===== src/rtl/div_fp64_issue_ctrl.sv =====
// div_fp64_issue_ctrl: buffers tagged divide requests, issues them one at a time to div_fp64,
// and returns each quotient with its flags through a valid/ready response port.
module div_fp64_issue_ctrl #(
  parameter int unsigned DEPTH = 4,
  parameter int unsigned TAG_W = 4
) (
  input  logic             clock,
  input  logic             reset,
  // request port
  input  logic             req_valid,
  output logic             req_ready,
  input  logic [2:0]       req_rm,
  input  logic [63:0]      req_dividend,
  input  logic [63:0]      req_divisor,
  input  logic [TAG_W-1:0] req_tag,
  // divider issue side
  output logic             div_valid_in,
  output logic [2:0]       div_rm,
  output logic [63:0]      div_dividend,
  output logic [63:0]      div_divisor,
  // divider result side
  input  logic             div_valid_out,
  input  logic [63:0]      div_quotient,
  input  logic             div_nv,
  input  logic             div_dz,
  input  logic             div_of,
  input  logic             div_uf,
  input  logic             div_nx,
  // response port
  output logic             resp_valid,
  input  logic             resp_ready,
  output logic [63:0]      resp_quotient,
  output logic [4:0]       resp_flags,
  output logic [TAG_W-1:0] resp_tag,
  // sticky flags and status
  output logic [4:0]       fflags,
  input  logic             fflags_clr,
  output logic             busy
);

  localparam int unsigned PtrW = $clog2(DEPTH);

  typedef enum logic [0:0] {StIdle, StWait} state_e;

  state_e           state_q;
  logic [2:0]       fifo_rm    [DEPTH];
  logic [63:0]      fifo_a     [DEPTH];
  logic [63:0]      fifo_b     [DEPTH];
  logic [TAG_W-1:0] fifo_tag   [DEPTH];
  logic [PtrW-1:0]  wptr_q;
  logic [PtrW-1:0]  rptr_q;
  logic [PtrW:0]    count_q;
  logic [TAG_W-1:0] tag_q;

  logic             full;
  logic             push;
  logic             issue;
  logic             capture;
  logic [4:0]       div_flags;

  assign full      = (count_q == (PtrW+1)'(DEPTH));
  // Gated by reset so every output reads 0 while reset is held.
  assign req_ready = !reset && !full;
  assign push      = req_valid && req_ready;
  // Never issue while an unconsumed response would be overwritten by the result.
  assign issue     = (state_q == StIdle) && (count_q != '0) && (!resp_valid || resp_ready);
  assign capture   = (state_q == StWait) && div_valid_out;
  assign div_flags = {div_nv, div_dz, div_of, div_uf, div_nx};
  assign busy      = (count_q != '0) || (state_q == StWait) || resp_valid;

  // FIFO storage; contents are don't-care while the entry is not counted.
  always_ff @(posedge clock) begin
    if (push) begin
      fifo_rm[wptr_q]  <= req_rm;
      fifo_a[wptr_q]   <= req_dividend;
      fifo_b[wptr_q]   <= req_divisor;
      fifo_tag[wptr_q] <= req_tag;
    end
  end

  // FIFO pointers and occupancy.
  always_ff @(posedge clock or posedge reset) begin
    if (reset) begin
      wptr_q  <= '0;
      rptr_q  <= '0;
      count_q <= '0;
    end else begin
      if (push) begin
        wptr_q <= wptr_q + PtrW'(1);
      end
      if (issue) begin
        rptr_q <= rptr_q + PtrW'(1);
      end
      count_q <= count_q + (PtrW+1)'(push) - (PtrW+1)'(issue);
    end
  end

  // Issue/wait FSM with registered divider operands, response registers and sticky flags.
  always_ff @(posedge clock or posedge reset) begin
    if (reset) begin
      state_q       <= StIdle;
      div_valid_in  <= 1'b0;
      div_rm        <= '0;
      div_dividend  <= '0;
      div_divisor   <= '0;
      tag_q         <= '0;
      resp_valid    <= 1'b0;
      resp_quotient <= '0;
      resp_flags    <= '0;
      resp_tag      <= '0;
      fflags        <= '0;
    end else begin
      div_valid_in <= 1'b0;
      unique case (state_q)
        StIdle: begin
          if (issue) begin
            div_valid_in <= 1'b1;
            div_rm       <= fifo_rm[rptr_q];
            div_dividend <= fifo_a[rptr_q];
            div_divisor  <= fifo_b[rptr_q];
            tag_q        <= fifo_tag[rptr_q];
            state_q      <= StWait;
          end
        end
        StWait: begin
          if (div_valid_out) begin
            state_q <= StIdle;
          end
        end
        default: state_q <= StIdle;
      endcase

      if (capture) begin
        resp_valid    <= 1'b1;
        resp_quotient <= div_quotient;
        resp_flags    <= div_flags;
        resp_tag      <= tag_q;
      end else if (resp_ready) begin
        resp_valid <= 1'b0;
      end

      // A clear on the capture edge still keeps the newly returned flags.
      fflags <= (fflags_clr ? 5'b0 : fflags) | (capture ? div_flags : 5'b0);
    end
  end

endmodule

===== config.mk =====
export PLATFORM = sky130hd
export DESIGN_NAME = div_fp64_issue_ctrl
export DESIGN_NICKNAME = d
export VERILOG_FILES = /design/src/rtl/div_fp64_issue_ctrl.sv
export SDC_FILE = /design/constraint.sdc
export NUM_CORES = 1
export LEC_CHECK = 0
export CAP_MARGIN = 15
export CORE_MARGIN = 3
export CORE_UTILIZATION = 40
export CTS_CLUSTER_DIAMETER = 150
export DETAILED_ROUTE_END_ITERATION = 10
export GPL_TIMING_DRIVEN = 1
export PLACE_DENSITY = 0.74
export SYNTH_ARGS = -nofsm -noshare
export SYNTH_HDL_FRONTEND = slang
export SYNTH_SLANG_ARGS = --single-unit

===== constraint.sdc =====
create_clock -name clock -period 13.3 [get_ports clock]
set_input_delay 3.99 -clock clock [delete_from_list [all_inputs] [get_ports clock]]
set_output_delay 3.99 -clock clock [all_outputs]
set_load 0.1 [all_outputs]

==> flow_summary.json, run 1 <==
{
  "gr-total-overflow": 0,
  "cp_max_fo": 3,
  "crit_start": "reset",
  "rsz0062_at_grt": "no",
  "drive_above_1_share": 0.227,
  "port_buffers": 422,
  "core_area_um2": 68900,
  "multiInputGateArea_um2": 5700,
  "initial_core_util": 0.406,
  "worst_setup_path_start_kind": "input port",
  "ant_nets": 0,
  "endpoint_kind": "output pin",
  "n_fill_cell": 5466,
  "cts_buffers": 82,
  "placement_rows": 96,
  "clock_latency_ns": 0.62,
  "die_w_um": 270,
  "final.min_clock_period_ns": 9.87,
  "drt-initial-drc-count": 888,
  "antenna_found_initial": 8,
  "syn-cell-area_um2": 28000,
  "cp.required_ns": 9.31,
  "max_slew.worst_pin.slew_ns": 1.13,
  "cts_hold_buf": 0,
  "die-area_um2": 73200,
  "crit_chain": "clkdlybuf4s50_1 > a21oi_1 > clkdlybuf4s50_1",
  "path_common_cell": "clkdlybuf4s50_1",
  "clock_sinks": 763,
  "num_vias": 13993,
  "ys_warn_count": 0,
  "hpwl_um": 36400,
  "synth.distinct_cells": 27,
  "ios": 423,
  "cts_tree": "yes",
  "yosysSeqAreaShare": 0.779,
  "hold_viol": 0,
  "nets": 2044,
  "slowest_delay_ns": 1.15,
  "cts-resized-gates": 0,
  "drv_cap": 0,
  "wire_per_inst_um": 21.6,
  "r2r_start": "count_q[1]",
  "wl_um": 61200,
  "die_y_um": 270,
  "slowest_stage": "clkdlybuf4s50_1",
  "grt_pass1_wl_um": 94400,
  "final_cell_mix": "edfxtp_1, clkdlybuf4s50_1, dfrtp_1, nand2_1, mux2_2",
  "fin_tns_setup_ns": 0,
  "post-cts-setup-buffer-count": 0,
  "path_clk_slew_ns": 0.05,
  "worstHoldStart": "resp_quotient[30]",
  "avgSynthCellArea_um2": 20.5,
  "finalSetupViolCount": 0,
  "gp_congestion": 0.792,
  "mostFrequentLayoutCell": "edfxtp_1",
  "syn_nets": 1580,
  "hold_path.class": "reg2reg",
  "clock_skew_ns": 0.0317,
  "max_freq_mhz": 101,
  "regArea_um2": 21800,
  "grt_usage": 0.169,
  "crit_type": "in2out",
  "syn_to_final_growth_pct": 28.3,
  "htree_num_levels": 3,
  "grt_pass1_vias": 15305,
  "status": "complete, no violations",
  "grt_max_degree": 139,
  "first_pass_iters": 5,
  "cp.arrival_ns": 5.88,
  "finalCritPeriodShare": 0.742,
  "maxSlewViolCount": 0,
  "clk_path_buf_depth": 3,
  "drc": 0,
  "root_buffer": "clkbuf_16",
  "synth_seq_cells": 763,
  "rrSetupSlack_ns": 10.06,
  "relSlewSlack": 0.241,
  "avgViaCountPerCell": 4.94,
  "netlist_instances": 1363
}
[final cells by class]
type / instances / area share
diodes: 7 / 0.000488
clock buffers: 112 / 0.0643
clock inverters: 39 / 0.0127
inverters: 14 / 0.00167
multi-input cells: 525 / 0.159
flip-flops and latches: 763 / 0.607
well taps: 931 / 0.0324
repair buffers: 441 / 0.122
[per-stage QoR]
step	worst slack, ns	instance area [um2]	instances	hold slack [ns]	util
after floorplan	3.20	28000	1363	0.435	-
after global placement	3.42	33100	2673	0.453	0.480
after detailed placement	3.42	33100	2673	0.461	0.480
after CTS	3.42	35900	2824	0.477	0.520
after global routing	3.39	35900	2828	0.496	0.521
final	3.43	35900	2832	0.473	0.521
[logic make-up (layout without fill, tap and decap cells)]
kind of cell,count (synthesis),in the layout,share of synthesized area
AOI/OAI and AO/OA,8,8,0.00179
xor gates and xnor gates,5,5,0.00157
adders and majority gates,7,7,0.00340
buffers and inverters,75,606,0.0179
DFF,763,763,0.779
muxes,271,271,0.163
other,0,7,0
and+or+nand+nor,234,234,0.0329
[worst max-delay path, delay by kind of cell]
family	cells	cell delay (ns)
AOI/OAI and AO/OA	1	0.19
buffers and inverters	2	1.69
[routing by layer]
layer  routed length, um  GRT usage  up-vias  share of wire
met5                  11          0        -        0.00018
met4                1670     0.0608        2          0.027
met3                3680     0.0427       94          0.060
met2               31200      0.284      359           0.51
met1               24700      0.212     7358           0.40
li1                    -          -     6180              -
[synthesized netlist by cell type]
cell / count / area (um2)
buf_6: 25 / 282
nor2b_1: 1 / 6.26
nor4b_1: 1 / 8.76
or2_2: 1 / 6.26
dfrtp_1: 223 / 5580
buf_1: 1 / 3.75
a21oi_1: 1 / 5.00
inv_1: 14 / 52.6
mux2_2: 136 / 1530
mux4_2: 135 / 3040
nand2_1: 221 / 830
a211oi_2: 1 / 12.5
clkbuf_1: 17 / 63.8
buf_2: 14 / 70.1
nor3_1: 1 / 5.00
a21o_1: 1 / 7.51
buf_4: 4 / 30.0
xnor2_1: 3 / 26.3
and2_1: 5 / 31.3
ha_1: 6 / 75.1
fa_1: 1 / 20.0
nor3_4: 1 / 16.3
o21ai_0: 5 / 25.0
nor2_1: 2 / 7.51
xor2_1: 2 / 17.5
edfxtp_1: 540 / 16200
nor3_2: 1 / 10.0
[state kept, by name, indices dropped and copies added, names as in the netlist, 3 cells and up]
register and cells:
resp_quotient 64, div_divisor 64, count_q 3, tag_q 4
resp_flags 5, fifo_b 256, resp_tag 4, fflags 5
div_dividend 64, fifo_rm 12, div_rm 3, fifo_tag 16
fifo_a 256
[path summary, 6_finish.rpt]
kind | to | cells after the start
worst max-delay path | req_ready | 3
worst min-delay path | resp_quotient[30] | 2
worst max register to register | fifo_b[3][21] | 4
worst min register to register | resp_quotient[30] | 2
max in group asynchronous | resp_quotient[39] | 3
min in group asynchronous | div_dividend[44] | 2
Power of run 1 is not shown: default switching activity piles up to over one toggle a cycle in this logic, so the estimate is an artifact.
==> inputs of run 2 (changes only) <==
--- a/config.mk
+++ b/config.mk
@@ -11,7 +11,7 @@
 export CTS_CLUSTER_DIAMETER = 150
 export DETAILED_ROUTE_END_ITERATION = 10
 export GPL_TIMING_DRIVEN = 1
-export PLACE_DENSITY = 0.74
+export PLACE_DENSITY = 0.76
 export SYNTH_ARGS = -nofsm -noshare
 export SYNTH_HDL_FRONTEND = slang
 export SYNTH_SLANG_ARGS = --single-unit
==> constraint.sdc (replaced) <==
create_clock -name clock -period 8.56 [get_ports clock]
set_input_delay 2.568 -clock clock [delete_from_list [all_inputs] [get_ports clock]]
set_output_delay 2.568 -clock clock [all_outputs]
set_load 0.1 [all_outputs]
==> run 2 against run 1 <==
- final cell count about the same
- largest cell class unchanged
- critical endpoint unchanged
- non-clock buffer count down 2
- clock skew shrank 0.011 ns
- cell area hardly changed
- via count increased by 0.94%
- clock-buffer cell count fell by 6
- die area unchanged
- setup slack worse by 1.9 ns
==> flow_summary.json, run 2 (synthesized netlist as in run 1, its figures left out) <==
{
  "clock_skew_ns": 0.0211,
  "syn_to_final_growth_pct": 28.3,
  "cts-resized-gates": 0,
  "ios": 423,
  "antenna_found_initial": 13,
  "max_freq_mhz": 143,
  "finalSetupViolCount": 0,
  "worst_setup_path_start_kind": "input port",
  "cts_hold_buf": 0,
  "port_buffers": 422,
  "finalCritPeriodShare": 0.817,
  "maxSlewViolCount": 0,
  "initial_core_util": 0.406,
  "gp_congestion": 0.845,
  "top_regs": "fifo_a (256), fifo_b (256)",
  "r2r_start": "rptr_q[0]",
  "r2r_cells": 4,
  "rrSetupSlack_ns": 5.17,
  "post-cts-setup-buffer-count": 0,
  "nets": 2041,
  "relSlewSlack": 0.228,
  "wl_um": 60900,
  "htree_num_levels": 3,
  "wire_per_inst_um": 21.5,
  "placement_rows": 96,
  "mostFrequentLayoutCell": "edfxtp_1",
  "crit_start": "reset",
  "final.min_clock_period_ns": 6.99,
  "root_buffer": "clkbuf_16",
  "drv_cap": 0,
  "drc": 0,
  "hold_path.class": "reg2reg",
  "grt_usage": 0.168,
  "reg2reg_to": "tag_q[3]",
  "cts_buffers": 81,
  "final_cell_mix": "edfxtp_1, clkdlybuf4s50_1, dfrtp_1, nand2_1, mux2_2",
  "endpoint_kind": "output pin",
  "die_y_um": 270,
  "fin_tns_setup_ns": 0,
  "cp.required_ns": 5.99,
  "cts_tree": "yes",
  "rsz0062_at_grt": "no",
  "grt_max_degree": 142,
  "cp_max_fo": 3,
  "die_w_um": 270,
  "drt-initial-drc-count": 848,
  "crit_type": "in2out",
  "critPathCapture": "req_ready",
  "core_area_um2": 68900,
  "clock_latency_ns": 0.63,
  "num_vias": 14124,
  "grt_pass1_vias": 15444,
  "grt_pass1_wl_um": 95000,
  "path_clk_slew_ns": 0.05,
  "status": "complete, no violations",
  "max_slew.worst_pin.slew_ns": 1.15,
  "avgViaCountPerCell": 4.98,
  "fin_ws_ns": 1.57,
  "gr-total-overflow": 0,
  "clock_sinks": 763,
  "ant_nets": 0,
  "cp.arrival_ns": 4.42,
  "hold_viol": 0,
  "hpwl_um": 35400,
  "first_pass_iters": 4,
  "drive_above_1_share": 0.227,
  "clk_path_buf_depth": 3,
  "place_ws_ns": 1.57,
  "die-area_um2": 73200,
  "n_fill_cell": 5371
}
[run 2: layer usage]
layer,GRT usage,up-vias,wire length [um],part of all wire
met2,0.282,394,30900,0.51
met3,0.0448,117,3990,0.065
met5,0,-,27,0.00044
met1,0.208,7413,24100,0.40
li1,-,6196,-,-
met4,0.0690,4,1940,0.032
[run 2: worst min-delay path by stage]
stage / slack [ns] / cells after the start / end / from
2_1_floorplan: 0.43 / 2 / resp_tag[0] / tag_q[0]
3_3_place_gp: 0.46 / 2 / resp_tag[0] / tag_q[0]
3_5_place_dp: 0.46 / 2 / resp_quotient[63] / resp_quotient[63]
4_1_cts: 0.48 / 2 / resp_quotient[12] / resp_quotient[12]
5_1_grt: 0.49 / 2 / resp_quotient[56] / resp_quotient[56]
6_report: 0.47 / 2 / resp_quotient[19] / resp_quotient[19]
[run 2: final cells by class]
type,count,area (um2),area share
sequential,763,21800,0.608
multi-input combinational,525,5700,0.159
timing repair buffer,439,4380,0.122
clock buffer,106,2250,0.0628
tap,931,1160,0.0325
clock inverter,46,494,0.0138
inverter,14,56.3,0.00157
antenna,10,25.0,0.000697
[run 2: stage by stage]
| step | hold WS [ns] | util | cell area (um2) | cells |
|---|---|---|---|---|
| final | 0.470 | 0.520 | 35900 | 2834 |
| after global routing | 0.488 | 0.520 | 35900 | 2830 |
| after CTS | 0.475 | 0.520 | 35900 | 2824 |
| after detailed placement | 0.461 | 0.480 | 33100 | 2672 |
| after global placement | 0.457 | 0.480 | 33100 | 2672 |
| after floorplan | 0.435 | - | 28000 | 1363 |
[run 2: worst max-delay path, stage by stage]
cell and delay, ns:
clkdlybuf4s50_1 0.53, a21oi_1 0.17, clkdlybuf4s50_1 1.15
Power of run 2 is left out for the same reason.
==> inputs of run 3 (changes only) <==
--- a/config.mk
+++ b/config.mk
@@ -11,7 +11,7 @@
 export CTS_CLUSTER_DIAMETER = 150
 export DETAILED_ROUTE_END_ITERATION = 10
 export GPL_TIMING_DRIVEN = 1
-export PLACE_DENSITY = 0.76
+export PLACE_DENSITY = 0.74
 export SYNTH_ARGS = -nofsm -noshare
 export SYNTH_HDL_FRONTEND = slang
 export SYNTH_SLANG_ARGS = --single-unit
==> constraint.sdc (replaced) <==
create_clock -name clock -period 6.45 [get_ports clock]
set_input_delay 1.935 -clock clock [delete_from_list [all_inputs] [get_ports clock]]
set_output_delay 1.935 -clock clock [all_outputs]
set_load 0.1 [all_outputs]
==> run 3 against run 2 <==
- via count down 0.21%
- critical path depth stayed put
- first-iteration DRC count shrank 19%
- cell area about the same
- die area is the same
- sequential cell count unchanged
- final cell count shrank 0.28%
- global-route usage fell by 0.23 points
- hold slack worse by 0.0049 ns
- critical path type unchanged
==> flow_summary.json, run 3 (synthesized netlist as in run 1, its figures left out) <==
{
  "placement_rows": 96,
  "clock_latency_ns": 0.61,
  "rsz0062_at_grt": "no",
  "stdcell_area_um2": 35900,
  "cp.required_ns": 4.51,
  "crit_start": "reset",
  "path_clk_slew_ns": 0.06,
  "drt-initial-drc-count": 690,
  "finalCritPeriodShare": 0.749,
  "n_fill_cell": 5421,
  "core_area_um2": 68900,
  "final_cell_mix": "edfxtp_1, clkdlybuf4s50_1, dfrtp_1, nand2_1, mux2_2",
  "first_pass_iters": 5,
  "mostFrequentLayoutCell": "edfxtp_1",
  "finalSetupViolCount": 0,
  "critPathCapture": "req_ready",
  "relSlewSlack": 0.248,
  "post-cts-setup-buffer-count": 0,
  "die_y_um": 270,
  "maxSlewViolCount": 0,
  "slowest_stage": "clkdlybuf4s50_1",
  "clk_path_buf_depth": 3,
  "antenna_found_initial": 10,
  "fin_tns_setup_ns": 0,
  "htree_num_levels": 3,
  "placed_area_um2": 33200,
  "slowest_delay_ns": 0.49,
  "fin_cells": 2826,
  "max_slew.worst_pin.slew_ns": 1.12,
  "grt_max_degree": 138,
  "endpoint_kind": "output pin",
  "dp.cells": 2671,
  "max_freq_mhz": 207,
  "cp_max_fo": 3,
  "clock_sinks": 763,
  "avgViaCountPerCell": 4.99,
  "gp_congestion": 0.802,
  "die_w_um": 270,
  "cts_hold_buf": 0,
  "initial_core_util": 0.406,
  "hold_viol": 0,
  "drive_above_1_share": 0.222,
  "r2r_cells": 3,
  "hold_ws_ns": 0.465,
  "cts_buffers": 81,
  "rrSetupSlack_ns": 3.60,
  "wl_um": 60400,
  "die-area_um2": 73200,
  "crit_type": "in2out",
  "cts-resized-gates": 0,
  "syn_to_final_growth_pct": 28.1,
  "r2r_start": "rptr_q[0]",
  "ios": 423,
  "port_buffers": 422,
  "top_regs": "fifo_a (256), fifo_b (256)",
  "root_buffer": "clkbuf_16",
  "grt_pass1_wl_um": 93200,
  "cts_tree": "yes",
  "status": "complete, no violations",
  "drv_cap": 0,
  "final.min_clock_period_ns": 4.83,
  "hpwl_um": 35400,
  "clock_skew_ns": 0.0215,
  "wire_per_inst_um": 21.4,
  "hold_path.class": "reg2reg",
  "nets": 2040,
  "grt_usage": 0.166,
  "gr-total-overflow": 0,
  "cp.arrival_ns": 2.90,
  "ant_nets": 0,
  "grt_pass1_vias": 15462,
  "reg2reg_to": "tag_q[3]",
  "drc": 0,
  "crit_chain": "clkdlybuf4s50_1 > a21oi_1 > buf_4",
  "worst_setup_path_start_kind": "input port",
  "num_vias": 14094
}
run 3: cell types whose count changed in the layout (fill, tap and decap cells not counted), sizes merged:
| cell | change |
|---|---|
| buf | -2 |
| inv | +1 |
| clkinv | -3 |
| clkdlybuf4s50 | +1 |
| bufinv | -1 |
| diode | -4 |
run 3: final cells by class:
type / instances / area, um2 / area share
flip-flops and latches: 763 / 21800 / 0.608
multi-input cells: 525 / 5700 / 0.159
repair buffers: 438 / 4500 / 0.126
clock buffers: 106 / 2210 / 0.0618
well taps: 931 / 1160 / 0.0325
clock inverters: 43 / 393 / 0.0110
inverters: 14 / 56.3 / 0.00157
diodes: 6 / 15.0 / 0.000419
run 3: worst min path at each step:
stage,from,to,slack [ns],depth (start not counted)
after floorplan,tag_q[0],resp_tag[0],0.43,2
after global placement,resp_quotient[46],resp_quotient[46],0.46,2
after detailed placement,resp_quotient[4],resp_quotient[4],0.46,2
after CTS,tag_q[3],resp_tag[3],0.46,2
after global routing,resp_quotient[52],resp_quotient[52],0.49,2
final,tag_q[3],resp_tag[3],0.46,2
run 3: worst max-delay path: cells and delay by family:
| family | cells | cell delay, ns |
|---|---|---|
| buf+inv | 2 | 0.80 |
| compound gates | 1 | 0.16 |
run 3: metrics by stage:
step	setup WS [ns]	util
after detailed placement	1.64	0.482
after global placement	1.61	0.482
after CTS	1.62	0.520
after global routing	1.56	0.520
after floorplan	0.460	-
final	1.62	0.520
run 3: per-layer routing:
layer / GRT usage / share of wire / routed length (um)
met5: 0 / 0.00094 / 57
met4: 0.0647 / 0.031 / 1890
met3: 0.0398 / 0.061 / 3680
met2: 0.281 / 0.51 / 30700
met1: 0.207 / 0.40 / 24000
Power of run 3 is left out for the same reason.
